$ cat config.mk
export PLATFORM = sky130hd
export DESIGN_NAME = text_console_writer
export DESIGN_NICKNAME = d
export VERILOG_FILES = /design/src/rtl/text_console_writer.sv
export SDC_FILE = /design/constraint.sdc
export NUM_CORES = 1
export LEC_CHECK = 0
export BUFFER_PORTS_ARGS = -buffer_cell sky130_fd_sc_hd__buf_2
export CORE_MARGIN = 4
export CORE_UTILIZATION = 35
export DETAILED_ROUTE_END_ITERATION = 8
export GPL_TIMING_DRIVEN = 0
export PLACE_DENSITY = 0.59
export SYNTH_ARGS = -nofsm -noshare
export SYNTH_HDL_FRONTEND = slang
export SYNTH_SLANG_ARGS = --single-unit
$ cat constraint.sdc
create_clock -name i_pix_clk -period 3.18 [get_ports i_pix_clk]
set_input_delay 0.636 -clock i_pix_clk [delete_from_list [all_inputs] [get_ports i_pix_clk]]
set_output_delay 0.636 -clock i_pix_clk [all_outputs]
set_load 0.02 [all_outputs]
$ cat src/rtl/text_console_writer.sv
// ---------------------------------------------------------------------------
// text_console_writer
//
// Turns a byte stream into writes for the 32x32 text buffer read by the tile
// layer. Keeps a cursor (col, line) plus a top_row that scrolls the visible
// window through the circular buffer, clears each row as the cursor enters
// it, and publishes the scroll position as a pixel offset.
//
// Parameters:
//   VISIBLE_ROWS  text rows shown on screen (1..31)
//   SPACE_CHAR    tile index written when clearing cells
//
// Ports:
//   i_pix_clk     pixel clock, all logic on its rising edge
//   i_reset       asynchronous active-high reset
//   i_char        input byte, sampled only on the accepting edge
//   i_char_valid  i_char is valid this cycle
//   o_char_ready  block accepts i_char this cycle (high only in IDLE)
//   o_wr_en       text buffer write strobe (registered)
//   o_wr_addr     {buf_row[4:0], col[4:0]} (registered, holds when idle)
//   o_wr_data     byte to write (registered, holds when idle)
//   o_offset_y    {8'b0, top_row, 3'b000}, scroll offset in pixels
// ---------------------------------------------------------------------------
module text_console_writer #(
  parameter int         VISIBLE_ROWS = 24,
  parameter logic [7:0] SPACE_CHAR   = 8'h00
) (
  input  logic        i_pix_clk,
  input  logic        i_reset,
  input  logic [7:0]  i_char,
  input  logic        i_char_valid,
  output logic        o_char_ready,
  output logic        o_wr_en,
  output logic [9:0]  o_wr_addr,
  output logic [7:0]  o_wr_data,
  output logic [15:0] o_offset_y
);

  typedef enum logic [1:0] {
    CLEAR_ALL = 2'd0,
    IDLE      = 2'd1,
    PUT       = 2'd2,
    CLEAR_ROW = 2'd3
  } state_t;

  localparam logic [4:0]  LAST_LINE  = 5'(VISIBLE_ROWS - 1);
  localparam logic [4:0]  LAST_COL   = 5'd31;
  localparam logic [10:0] ALL_CELLS  = 11'd1024;
  localparam logic [10:0] ROW_CELLS  = 11'd32;

  localparam logic [7:0] CH_BS = 8'h08;
  localparam logic [7:0] CH_LF = 8'h0A;
  localparam logic [7:0] CH_FF = 8'h0C;
  localparam logic [7:0] CH_CR = 8'h0D;

  // Registered state
  state_t      state_r;
  logic [10:0] cnt_r;       // number of clear writes already issued
  logic [4:0]  col_r;
  logic [4:0]  line_r;
  logic [4:0]  top_row_r;
  logic        put_bs_r;    // the pending PUT came from a backspace
  logic        wr_en_r;
  logic [9:0]  wr_addr_r;
  logic [7:0]  wr_data_r;

  // Next-state values
  state_t      state_s;
  logic [10:0] cnt_s;
  logic [4:0]  col_s;
  logic [4:0]  line_s;
  logic [4:0]  top_row_s;
  logic        put_bs_s;
  logic        wr_en_s;
  logic [9:0]  wr_addr_s;
  logic [7:0]  wr_data_s;

  // Helpers
  logic        accept_s;
  logic [4:0]  buf_row_s;
  logic [4:0]  adv_line_s;
  logic [4:0]  adv_top_s;
  logic [4:0]  adv_buf_row_s;

  assign accept_s  = (state_r == IDLE) && i_char_valid;
  assign buf_row_s = top_row_r + line_r;   // 5-bit add wraps mod 32

  // Cursor position after a line advance: move down, or scroll once the
  // bottom visible line is reached.
  always_comb begin
    adv_line_s = line_r;
    adv_top_s  = top_row_r;
    if (line_r < LAST_LINE) begin
      adv_line_s = line_r + 5'd1;
      adv_top_s  = top_row_r;
    end else begin
      adv_line_s = line_r;
      adv_top_s  = top_row_r + 5'd1;
    end
  end

  assign adv_buf_row_s = adv_top_s + adv_line_s;

  // Next-state and next-write decode. The write registers are loaded on the
  // same edge that enters a writing state, so a write is on the outputs for
  // exactly the cycles the FSM spends in PUT / CLEAR_ROW / CLEAR_ALL.
  always_comb begin
    state_s   = state_r;
    cnt_s     = cnt_r;
    col_s     = col_r;
    line_s    = line_r;
    top_row_s = top_row_r;
    put_bs_s  = put_bs_r;
    wr_en_s   = 1'b0;
    wr_addr_s = wr_addr_r;
    wr_data_s = wr_data_r;

    case (state_r)
      CLEAR_ALL: begin
        if (cnt_r == ALL_CELLS) begin
          state_s = IDLE;
          cnt_s   = 11'd0;
        end else begin
          wr_en_s   = 1'b1;
          wr_addr_s = cnt_r[9:0];
          wr_data_s = SPACE_CHAR;
          cnt_s     = cnt_r + 11'd1;
        end
      end

      IDLE: begin
        if (accept_s) begin
          case (i_char)
            CH_LF: begin
              col_s     = 5'd0;
              line_s    = adv_line_s;
              top_row_s = adv_top_s;
              state_s   = CLEAR_ROW;
              wr_en_s   = 1'b1;
              wr_addr_s = {adv_buf_row_s, 5'd0};
              wr_data_s = SPACE_CHAR;
              cnt_s     = 11'd1;
            end
            CH_CR: begin
              col_s = 5'd0;
            end
            CH_BS: begin
              if (col_r != 5'd0) begin
                col_s     = col_r - 5'd1;
                put_bs_s  = 1'b1;
                state_s   = PUT;
                wr_en_s   = 1'b1;
                wr_addr_s = {buf_row_s, col_r - 5'd1};
                wr_data_s = SPACE_CHAR;
              end else begin
                col_s = col_r;
              end
            end
            CH_FF: begin
              // Cursor and scroll reset on entry; address 0 goes out now.
              col_s     = 5'd0;
              line_s    = 5'd0;
              top_row_s = 5'd0;
              state_s   = CLEAR_ALL;
              wr_en_s   = 1'b1;
              wr_addr_s = 10'd0;
              wr_data_s = SPACE_CHAR;
              cnt_s     = 11'd1;
            end
            default: begin
              put_bs_s  = 1'b0;
              state_s   = PUT;
              wr_en_s   = 1'b1;
              wr_addr_s = {buf_row_s, col_r};
              wr_data_s = i_char;
            end
          endcase
        end else begin
          state_s = IDLE;
        end
      end

      PUT: begin
        if (put_bs_r) begin
          state_s = IDLE;
        end else if (col_r == LAST_COL) begin
          // Wrap: move to the next line and start clearing it immediately.
          col_s     = 5'd0;
          line_s    = adv_line_s;
          top_row_s = adv_top_s;
          state_s   = CLEAR_ROW;
          wr_en_s   = 1'b1;
          wr_addr_s = {adv_buf_row_s, 5'd0};
          wr_data_s = SPACE_CHAR;
          cnt_s     = 11'd1;
        end else begin
          col_s   = col_r + 5'd1;
          state_s = IDLE;
        end
      end

      CLEAR_ROW: begin
        // line/top_row already point at the row being cleared
        if (cnt_r == ROW_CELLS) begin
          state_s = IDLE;
          cnt_s   = 11'd0;
        end else begin
          wr_en_s   = 1'b1;
          wr_addr_s = {buf_row_s, cnt_r[4:0]};
          wr_data_s = SPACE_CHAR;
          cnt_s     = cnt_r + 11'd1;
        end
      end

      default: begin
        state_s = CLEAR_ALL;
        cnt_s   = 11'd0;
      end
    endcase
  end

  // State and output registers
  always_ff @(posedge i_pix_clk or posedge i_reset) begin
    if (i_reset) begin
      state_r   <= CLEAR_ALL;
      cnt_r     <= 11'd0;
      col_r     <= 5'd0;
      line_r    <= 5'd0;
      top_row_r <= 5'd0;
      put_bs_r  <= 1'b0;
      wr_en_r   <= 1'b0;
      wr_addr_r <= 10'd0;
      wr_data_r <= 8'd0;
    end else begin
      state_r   <= state_s;
      cnt_r     <= cnt_s;
      col_r     <= col_s;
      line_r    <= line_s;
      top_row_r <= top_row_s;
      put_bs_r  <= put_bs_s;
      wr_en_r   <= wr_en_s;
      wr_addr_r <= wr_addr_s;
      wr_data_r <= wr_data_s;
    end
  end

  assign o_char_ready = (state_r == IDLE);
  assign o_wr_en      = wr_en_r;
  assign o_wr_addr    = wr_addr_r;
  assign o_wr_data    = wr_data_r;
  assign o_offset_y   = {8'b0, top_row_r, 3'b000};

endmodule
* Word-level counts from Yosys, hierarchy flattened
Index checks and enable logic that the tools add are counted.
** Word-level totals
- Register bits :: 48
- Bits of input ports :: 11
- Output and inout bits :: 36
** Cells by class
- Add/sub/neg operators :: 7
- Order comparisons :: 1
- Equality and inequality tests :: 25
- Muxes and demuxes :: 59
- Bitwise operators :: 1
- Reduce and logical (&&, ||, !) cells :: 12
** Operators with widths (count)
- one-hot mux 10 bit (4 select lines) :: 2
- 2-to-1 mux 11 bit :: 6
- 2-to-1 mux 10 bit :: 6
- 2-to-1 mux 5 bit :: 12
- one-hot mux 5 bit (2 select lines) :: 6
- 2-to-1 mux 8 bit :: 6
- one-hot mux 11 bit (4 select lines) :: 1
- == test 8 x 4 -> 1 bit (second input constant) :: 4
- one-hot mux 8 bit (4 select lines) :: 1
- one-hot mux 8 bit (3 select lines) :: 1
- != test 2 bit (second input constant) :: 9
- one-hot mux 2 bit (4 select lines) :: 2
- adder 5 x 1 -> 5 bit (second input constant) :: 3
- 2-to-1 mux 2 bit :: 6
- AND reduction 4 bit :: 3
- adder 11 x 1 -> 11 bit (second input constant) :: 1
- == test 11 bit (second input constant) :: 1
- == test 11 x 6 -> 1 bit (second input constant) :: 1
- adder 5 bit :: 2
- AND reduction 5 bit :: 2
- 2-to-1 mux 1 bit :: 7
- AND reduction 7 bit :: 1
- != test 3 bit (second input constant) :: 2
- == test 5 bit (second input constant) :: 1
- 17 further kinds :: 19

* Depth between registers and ports, before layout
Gate-level depths: netlist of the first run.
- Depth after elaboration :: 6
- Gate-level depth with buffers :: 12
- Depth with buffers taken out :: 11

* Least setup slack after synthesis of the first run
Ideal clock, no wire load.
- Path kind :: reg2reg
- Start point :: reg line_r[2]
- End point :: reg wr_addr_r[8] (netlist: o_wr_addr[8])
- Library setup time :: 0.082 ns
- Arrival :: 2.679 ns
- Setup slack :: 0.419 ns
- Cell stages (with the launch flop) :: 12
- Path buffers :: 1
- Period minus slack after synthesis :: 2.761 ns
- Cell sequence :: dfrtp_1 -> clkbuf_1 -> a31oi_1 -> nor2_1 -> nand4_1 -> xnor2_1 -> ha_1 -> inv_1 -> or3_1 -> or2_2 -> mux2_2 -> a31oi_1
** Between the ends
- Longest elaborated chain between the ends :: 6
- Elaborated cells between the ends (all ways) :: 13
- Those cells by class :: add/sub (3); order compare (1); mux (9)
** RTL lines
- start, declared :: line 60 : logic [4:0] line_r;
- start signal, assigned :: line 238 : line_r <= line_s;
- adder 5 x 1 -> 5 bit or less-than comparator 5 bit (tied branches) :: line 94, 93
- 2-to-1 mux 5 bit :: line 93 : if (line_r < LAST_LINE) begin
- adder 5 bit :: line 102 : assign adv_buf_row_s = adv_top_s + adv_line_s;
- one-hot mux 10 bit (4 select lines) or 2-to-1 mux 10 bit (tied branches) :: line 133, 186
- 2-to-1 mux 10 bit, on equally long branches :: line 132, 184
- one-hot mux 10 bit (4 select lines) * :: line 118 : case (state_r)
- end signal, assigned :: line 242 : wr_addr_r <= wr_addr_s;
- end, declared :: line 64 : logic [9:0] wr_addr_r;
Mark *: on every way between the ends. The rest lies on a longest branch, timed or not. The select of a mux whose other input is x is not followed.
A chain may end at the register's enable or synchronous reset.

* Final worst setup path of the first run
Ends and elaborated chain as after synthesis.

==> impl_metrics.env, run 1 <==
export IMPL_outcome="completed"
export IMPL_p_comb_share_pct=21.0
export IMPL_die_h_um=108.9
export IMPL_grt_max_degree=27
export IMPL_arrival_ns=3.15
export IMPL_ctsHoldBuffers=0
export IMPL_synth_seq_cells=48
export IMPL_gp_congestion=0.8556
export IMPL_path_class="register to register"
export IMPL_ios=47
export IMPL_ys_async_sr_fraction_pct=100.0
export IMPL_clockRootBuffer="clkbuf_8"
export IMPL_tritoncts="yes"
export IMPL_multi_input_area_um2=2170
export IMPL_start_kind="register"
export IMPL_antenna_found_initial=0
export IMPL_wl_per_cell_um=14.76
export IMPL_synthFlopType="dfrtp_1"
export IMPL_synth_cell_types=64
export IMPL_min_path_type="input port to asynchronous set/reset pin"
export IMPL_worstSetupEndpointType="register"
export IMPL_cp_slowest_cell="dfrtp_1"
export IMPL_p_leak_uw=0.001877
export IMPL_final_cell_mix="nand2_1, dfrtp_1, o21ai_0, buf_2, nor2_1"
export IMPL_cap_violations=0
export IMPL_synth_edff_count=0
export IMPL_drt_iter0_drc=167
export IMPL_hold_viol=0
export IMPL_drc=0
export IMPL_worstSkewPairLatency_ns=0.31
export IMPL_synthesis_area_um2=3562
export IMPL_grt_pass1_vias=3123
export IMPL_cts_sinks=48
export IMPL_p_int_uw=974.6
export IMPL_dieArea_um2=11860
export IMPL_start_util_pct=36.11
export IMPL_grt_setup_unrepaired="no"
export IMPL_cts_path_max_buffers=2
export IMPL_grt_usage_pct=16.04
export IMPL_vias=3239
export IMPL_setup_viol_count_final=0
export IMPL_hpwl_mm=7.018
export IMPL_grt_pass1_wl_mm=15.44
export IMPL_num_rows=36
export IMPL_area_growth_pct=13.80
export IMPL_synth_area_leaders="dfrtp_1, ha_1, nand2_1, o21ai_0, nor2_1"
export IMPL_fin_util_pct=41.10
export IMPL_avgSynthCellArea_um2=8.246
export IMPL_cp_required_ns=3.41
export IMPL_ys_warn_count=0
export IMPL_antenna_diode_count=0
export IMPL_yosysSeqAreaShare_pct=33.72
export IMPL_finClkSkew_ns=0.01189
export IMPL_tightestPinTransition_ns=0.7100
export IMPL_ir_drop_mv=0.1997
export IMPL_final_common_cell="nand2_1"
export IMPL_nFillCells=1035
export IMPL_port_buffers=34
export IMPL_fmax_mhz=343.1
export IMPL_pwr_density_cell_nw_per_um2=365.7
export IMPL_slew_headroom_pct=52.67
export IMPL_avgViaCountPerCell=5.250
export IMPL_cts_made_buffers=5
export IMPL_netlist_area_leader_share_pct=33.72
export IMPL_yosys_area_top_type="dfrtp_1"
export IMPL_cp_cell_sequence="a31oi_2, nor2_1, nand4_1, xnor2_1, ha_1, inv_1, or3_1, or2_2, mux2_2, a31oi_1"
export IMPL_finalWirelength_mm=9.105
export IMPL_seq_area_um2=1201
export IMPL_period_share_pct=91.66
export IMPL_clkTransAtPathRegs_ns=0.10
export IMPL_die_w_um=108.9
export IMPL_period_minus_slack_ns=2.915
export IMPL_dr_pass1_iters=4
export IMPL_p_switching_uw=507.9
export IMPL_finalSetupTns_ns=0
export IMPL_core_um2=9864
export IMPL_synthCells=432
export IMPL_htree_levels=2
export IMPL_crit_path_max_incr_delay_ns=0.60
export IMPL_final_layout_size_suffix_gt1_share_pct=16.12
export IMPL_slew_viol_final=0
export IMPL_final_nets=515
export IMPL_ant_nets=0
export IMPL_power_frac_seq_pct=52.7
export IMPL_overflow=0
export IMPL_p_sw_share_pct=34.26
export IMPL_p_clk_share_pct=26.3
export IMPL_crit_fanout=11
==> metrics by stage <==
stage	hold slack [ns]	worst slack, ns	cells	instance area [um2]	power, uW
after floorplan	0.4652	0.4188	442	3600	990.6
after global placement	0.4616	0.03431	609	3936	1096
after detailed placement	0.4657	0.02057	610	3956	1107
after CTS	0.3763	0.02653	618	4049	1500
after global routing	0.4036	0.04130	617	4054	1579
final	0.3585	0.2651	617	4054	1482
==> flip-flops by register name (all words and copies together) (netlist names) <==
| signal | count |
|---|---|
| cnt_r | 11 |
| o_wr_addr | 10 |
| o_wr_data | 8 |
| col_r | 5 |
| line_r | 5 |
| top_row_r | 5 |
| state_r | 2 |
| o_wr_en | 1 |
| put_bs_r | 1 |
==> power by group through the flow <==
stage / Combinational, uW / Clock, uW / Sequential (uW)
2_1_floorplan: 177 / 0 / 814
3_3_place_gp: 306 / 0 / 790
3_5_place_dp: 314 / 0 / 793
4_1_cts: 314 / 404 / 782
5_1_grt: 354 / 428 / 796
6_report: 312 / 389 / 781
==> synthesized netlist by cell type (4+ instances only) <==
cell type / count
nand2_1: 66
dfrtp_1: 48
o21ai_0: 45
nor2_1: 30
ha_1: 20
inv_1: 20
clkbuf_1: 15
a21oi_1: 12
buf_4: 11
nand2b_1: 11
xnor2_1: 11
a31oi_1: 10
and3_1: 9
nand3_1: 9
nand4_1: 9
o31ai_1: 8
a22oi_1: 7
a21o_1: 6
a22o_1: 6
nor2b_1: 6
mux2i_1: 5
o22ai_1: 5
or2_2: 4
or3_1: 4
==> final timing paths <==
path | startpoint | to | slack (ns) | cells past startpoint
setup / recovery | line_r[2]$_DFFE_PP0P_ | o_wr_addr[8]$_DFFE_PP0P_ | 0.27 | 10
hold / removal | i_reset | line_r[4]$_DFFE_PP0P_ | 0.36 | 2
setup reg to reg | line_r[2]$_DFFE_PP0P_ | o_wr_addr[8]$_DFFE_PP0P_ | 0.27 | 10
hold reg to reg | o_wr_addr[2]$_DFFE_PP0P_ | o_wr_addr[2]$_DFFE_PP0P_ | 0.48 | 2
max in group asynchronous | i_reset | cnt_r[4]$_DFFE_PP0P_ | 2.30 | 3
min in group i_pix_clk | o_wr_addr[2]$_DFFE_PP0P_ | o_wr_addr[2]$_DFFE_PP0P_ | 0.48 | 2
==> per-layer routing <==
metal  share of wire (%)  up-vias  track usage (%)
met5                   0        -                0
met4                 1.1        0            3.517
met3                 3.6        6            1.954
met2                  46       67            25.66
met1                  49     1530            23.17
li1                    -     1636                -
==> cell type report <==
cell class / instances / area share, %
buffer: 28 / 3.920
clock buffer: 5 / 1.698
timing repair buffer: 35 / 4.691
multi-input combinational: 345 / 53.52
tap: 133 / 4.105
inverter: 20 / 1.852
clock inverter: 3 / 0.5864
sequential: 48 / 29.63
==> critical path: cells and delay by family (launching register included) <==
family | cells | cell delay (ns)
simple gates | 4 | 0.97
compound gates | 2 | 0.36
xor+xnor | 1 | 0.18
buf+inv | 1 | 0.07
fa+ha+maj | 1 | 0.38
mux | 1 | 0.26
flops | 1 | 0.60
==> timing repair <==
item	CTS	global route
gates resized for setup	0	5
buffers inserted	0	0
setup endpoints to repair	0	3
endpoints found under the hold margin	0	0
==> kinds of logic after synthesis <==
logic type,synth area share (%)
XOR/XNOR,3.442
AO/OA/AOI/OAI,23.25
other,0.1053
flip-flops,33.72
buffers and inverters,6.603
adder cells (fa/ha/maj),7.587
AND/OR/NAND/NOR,22.94
multiplexers,2.353
Note: power is estimated with default switching activity, not from simulation.
==> run 2, diff against run 1 <==
clock period = 2.76 ns   (was 3.18 ns; I/O delays follow)
==> impl_metrics.env, run 2 (synthesis gave the netlist of run 1 again) <==
export IMPL_outcome="completed"
export IMPL_vias=3346
export IMPL_clockRootBuffer="clkbuf_8"
export IMPL_ir_drop_mv=0.2445
export IMPL_crit_family="simple AND/OR/NAND/NOR gates"
export IMPL_slew_viol_final=0
export IMPL_crit_path_max_incr_delay_ns=0.40
export IMPL_antenna_diode_count=0
export IMPL_cp_required_ns=2.99
export IMPL_hold_ws_ns=0.2774
export IMPL_gp_congestion=0.8433
export IMPL_die_h_um=108.9
export IMPL_top_layer="met4"
export IMPL_finClkSkew_ns=0.01485
export IMPL_antenna_found_initial=0
export IMPL_cts_sinks=48
export IMPL_cp_cell_sequence="buf_6, a31oi_4, nor2_2, nand4_1, xnor2_2, ha_4, inv_1, or3_1, or2_2, mux2_2, a31oi_1"
export IMPL_final_cell_mix="nand2_1, dfrtp_1, o21ai_0, buf_2, buf_4"
export IMPL_start_util_pct=36.11
export IMPL_setup_viol_count_final=0
export IMPL_route_met2_wl_mm=4.579
export IMPL_grt_max_degree=27
export IMPL_largest_register="cnt_r"
export IMPL_area_growth_pct=21.57
export IMPL_worstSkewPairLatency_ns=0.31
export IMPL_drc=0
export IMPL_p_leak_uw=0.002008
export IMPL_avgViaCountPerCell=5.278
export IMPL_grt_pass1_vias=3262
export IMPL_ant_nets=0
export IMPL_dp_cells=610
export IMPL_tightestPinTransition_ns=0.6251
export IMPL_drt_met1_wl_mm=4.362
export IMPL_nFillCells=992
export IMPL_crit_fanout=5
export IMPL_cap_violations=0
export IMPL_cp_slowest_cell="dfrtp_1"
export IMPL_cts_made_buffers=5
export IMPL_period_share_pct=96.32
export IMPL_dieArea_um2=11860
export IMPL_final_common_cell="nand2_1"
export IMPL_tritoncts="yes"
export IMPL_seq_area_um2=1204
export IMPL_hpwl_mm=7.008
export IMPL_min_path_type="input port to asynchronous set/reset pin"
export IMPL_ios=47
export IMPL_dr_pass1_iters=5
export IMPL_fmax_mhz=376.2
export IMPL_grt_setup_unrepaired="yes"
export IMPL_path_class="register to register"
export IMPL_finalNonFillerCells=634
export IMPL_finalWirelength_mm=9.500
export IMPL_start_kind="register"
export IMPL_critPathBufInv=2
export IMPL_core_um2=9864
export IMPL_grt_usage_pct=16.35
export IMPL_htree_levels=2
export IMPL_largest_reg_flops=11
export IMPL_wl_per_cell_um=14.98
export IMPL_clkTransAtPathRegs_ns=0.10
export IMPL_port_buffers=34
export IMPL_period_minus_slack_ns=2.658
export IMPL_overflow=0
export IMPL_drt_iter0_drc=160
export IMPL_final_layout_size_suffix_gt1_share_pct=21.96
export IMPL_multi_input_area_um2=2263
export IMPL_slew_headroom_pct=58.22
export IMPL_grt_pass1_wl_mm=15.81
export IMPL_cts_path_max_buffers=2
export IMPL_worstSetupEndpointType="register"
export IMPL_num_rows=36
export IMPL_final_nets=532
export IMPL_pwr_density_cell_nw_per_um2=419.7
export IMPL_die_w_um=108.9
export IMPL_met3_length_um=410
export IMPL_arrival_ns=2.89
export IMPL_hold_viol=0
-- run 2: changes by cell type in the layout (fill, tap and decap cells not counted), moves of 3 or more --
cell,before,now
nor2_1,30,27
nor2_2,0,3
clkbuf_1,12,9
buf_4,11,28
-- run 2: final cells by class --
type,count,share of cell area (%)
multi-input cells,345,52.27
flip-flops and latches,48,27.80
clock buffers,5,1.589
inverters,20,1.734
well taps,133,3.843
repair buffers,52,7.281
clock inverters,3,1.098
plain buffers,28,4.392
-- run 2: metrics by stage --
| step | setup TNS, ns | power (uW) | worst slack [ns] | utilization [%] | instance area, um2 |
|---|---|---|---|---|---|
| floorplan | 0 | 1141 | 0.07725 | - | 3601 |
| global placement | -3.240 | 1263 | -0.3075 | 39.92 | 3938 |
| detailed placement | -3.706 | 1278 | -0.3169 | 40.12 | 3958 |
| CTS | 0 | 1832 | 0.01487 | 42.03 | 4146 |
| global route | -0.02777 | 1925 | -0.01641 | 43.90 | 4330 |
| finish | 0 | 1817 | 0.1015 | 43.90 | 4330 |
-- run 2: worst paths after layout --
check                           cells after the start                startpoint  slack (ns)                        to
worst max-delay path                               11     line_r[2]$_DFFE_PP0P_        0.10  o_wr_addr[8]$_DFFE_PP0P_
worst min-delay path                                2                   i_reset        0.28  top_row_r[2]$_DFFE_PP0P_
worst max register to register                     11     line_r[2]$_DFFE_PP0P_        0.10  o_wr_addr[8]$_DFFE_PP0P_
worst min register to register                      2  o_wr_addr[7]$_DFFE_PP0P_        0.48  o_wr_addr[7]$_DFFE_PP0P_
max in group asynchronous                           3                   i_reset        1.95      cnt_r[6]$_DFFE_PP0P_
min in group i_pix_clk                              2  o_wr_addr[7]$_DFFE_PP0P_        0.48  o_wr_addr[7]$_DFFE_PP0P_
-- run 2: where the power goes --
part	switching (uW)	leakage [uW]	total, uW	internal [uW]
registers	108	0.000608	901	793
logic	214	0.00134	369	155
clock network	273	0.0000583	547	274
-- run 2: timing repair --
action,4_1_cts,5_1_grt
cloned,0,1
hold buffers,0,0
buffers inserted,3,13
pin swaps,2,7
gates resized for setup,15,21
setup endpoints to repair,17,29
-- run 2: per-layer routing --
layer  GRT usage [%]  up-vias
li1                -     1660
met1           21.98     1590
met2           27.76       83
met3           2.368       13
met4           3.697        0
met5               0        -
==> run 3, diff against run 2 <==
clock period = 2.7 ns   (was 2.76 ns; I/O delays follow)
==> impl_metrics.env, run 3 (synthesis gave the netlist of run 1 again) <==
export IMPL_seq_area_um2=1205
export IMPL_overflow=0
export IMPL_ios=47
export IMPL_path_class="register to register"
export IMPL_final_common_cell="nand2_1"
export IMPL_dr_pass1_iters=5
export IMPL_die_h_um=108.9
export IMPL_wl_per_cell_um=15.06
export IMPL_pwr_density_cell_nw_per_um2=428.3
export IMPL_grt_pass1_wl_mm=15.81
export IMPL_slew_headroom_pct=59.24
export IMPL_place_area_um2=3958
export IMPL_drc=0
export IMPL_finClkSkew_ns=0.01626
export IMPL_drt_iter0_drc=169
export IMPL_num_rows=36
export IMPL_stdcell_area_um2=4359
export IMPL_area_growth_pct=22.37
export IMPL_period_share_pct=96.89
export IMPL_r2r_end="o_wr_addr[8]$_DFFE_PP0P_"
export IMPL_core_um2=9864
export IMPL_critPathBufInv=2
export IMPL_nFillCells=982
export IMPL_antenna_diode_count=0
export IMPL_die_w_um=108.9
export IMPL_layout_setup_ws_ns=0.08406
export IMPL_r2r_start="line_r[2]$_DFFE_PP0P_"
export IMPL_final_layout_size_suffix_gt1_share_pct=23.15
export IMPL_grt_max_degree=27
export IMPL_final_cell_mix="nand2_1, o21ai_0, dfrtp_1, buf_2, buf_4"
export IMPL_cp_cell_sequence="buf_6, a31oi_4, nor2_2, nand4_1, xnor2_2, ha_4, inv_2, or3_1, or2_4, mux2_4, a31oi_1"
export IMPL_multi_input_area_um2=2286
export IMPL_crit_path_max_incr_delay_ns=0.40
export IMPL_final_nets=532
export IMPL_start_kind="register"
export IMPL_worstSkewPairLatency_ns=0.31
export IMPL_grt_usage_pct=16.35
export IMPL_outcome="completed"
export IMPL_worstSetupEndpointType="register"
export IMPL_arrival_ns=2.84
export IMPL_antenna_found_initial=0
export IMPL_r2r_setup_slack_ns=0.08
export IMPL_fin_util_pct=44.19
export IMPL_dieArea_um2=11860
export IMPL_cp_slowest_cell="dfrtp_1"
export IMPL_cts_made_buffers=5
export IMPL_crit_fanout=5
export IMPL_rr_worst_depth=11
export IMPL_grt_setup_unrepaired="yes"
export IMPL_clockRootBuffer="clkbuf_8"
export IMPL_cp_required_ns=2.93
export IMPL_htree_levels=2
export IMPL_cap_violations=0
export IMPL_tritoncts="yes"
export IMPL_finalSetupTns_ns=0
export IMPL_fmax_mhz=382.3
export IMPL_grt_pass1_vias=3262
export IMPL_cts_path_max_buffers=2
export IMPL_port_buffers=34
export IMPL_post_place_ws_ns=-0.3657
export IMPL_start_util_pct=36.11
export IMPL_tightestPinTransition_ns=0.6098
export IMPL_ant_nets=0
export IMPL_crit_family="simple AND/OR/NAND/NOR gates"
export IMPL_slew_viol_final=0
export IMPL_period_minus_slack_ns=2.616
export IMPL_ir_drop_mv=0.2544
export IMPL_setup_viol_count_final=0
export IMPL_avgViaCountPerCell=5.341
export IMPL_finalWirelength_mm=9.551
export IMPL_min_path_type="input port to asynchronous set/reset pin"
export IMPL_hpwl_mm=7.008
export IMPL_hold_viol=0
export IMPL_p_leak_uw=0.002026
export IMPL_largest_reg_flops=11
export IMPL_vias=3386
export IMPL_ctsHoldBuffers=0
export IMPL_gp_congestion=0.8433
export IMPL_clkTransAtPathRegs_ns=0.11
export IMPL_cts_sinks=48
export IMPL_largest_register="cnt_r"
run 3: power by group:
part           switching, uW  total [uW]  internal, uW
clock network            278         558           280
logic                    223         383           161
registers                115         926           811
total                    616        1870          1250
run 3: layer usage:
metal	part of all wire [%]	vias up	global-route usage, %
met4	1.4	0	3.697
met1	45	1621	21.98
li1	-	1660	-
met5	0	-	0
met3	4.4	13	2.368
met2	49	92	27.76
run 3: final cells by class:
| cell class | instances | area share, % |
|---|---|---|
| Clock inverter | 3 | 1.091 |
| Sequential cell | 48 | 27.64 |
| Multi-Input combinational cell | 345 | 52.44 |
| Inverter | 20 | 1.722 |
| Tap cell | 133 | 3.817 |
| Clock buffer | 5 | 1.579 |
| Timing Repair Buffer | 53 | 7.405 |
| Buffer | 27 | 4.305 |
run 3: how the worst max path moves through the flow:
stage	end	slack, ns	start	cells after the start
4_1_cts	o_wr_addr[8]$_DFFE_PP0P_	-0.05	line_r[0]$_DFFE_PP0P_	11
6_report	o_wr_addr[8]$_DFFE_PP0P_	0.08	line_r[2]$_DFFE_PP0P_	11
2_1_floorplan	o_wr_addr[8]$_DFFE_PP0P_	0.02	line_r[0]$_DFFE_PP0P_	11
5_1_grt	o_wr_addr[8]$_DFFE_PP0P_	-0.02	line_r[2]$_DFFE_PP0P_	11
3_5_place_dp	o_wr_addr[8]$_DFFE_PP0P_	-0.37	line_r[0]$_DFFE_PP0P_	11
3_3_place_gp	top_row_r[4]$_DFFE_PP0P_	-0.36	i_char[5]	8
run 3: repair_timing:
item	in CTS	in global routing
setup endpoints to repair	18	33
gates cloned	0	1
pin swaps	2	8
resized for setup	15	30
buffers inserted	3	14
run 3: stage by stage:
step / hold slack [ns] / cells / power [uW]
final: 0.2644 / 634 / 1867
after global routing: 0.3035 / 634 / 1975
after CTS: 0.2839 / 620 / 1872
after detailed placement: 0.4675 / 610 / 1306
after global placement: 0.4624 / 609 / 1291
after floorplan: 0.4652 / 442 / 1167
run 3: worst register-to-register path: cells and delay by family, from the launching register on:
| family | cells | cell delay [ns] |
|---|---|---|
| and+or+nand+nor | 4 | 0.91 |
| DFF | 1 | 0.40 |
| adders and majority gates | 1 | 0.31 |
| AOI/OAI and AO/OA | 2 | 0.25 |
| muxes | 1 | 0.25 |
| xor gates and xnor gates | 1 | 0.22 |
| buffers and inverters | 2 | 0.19 |
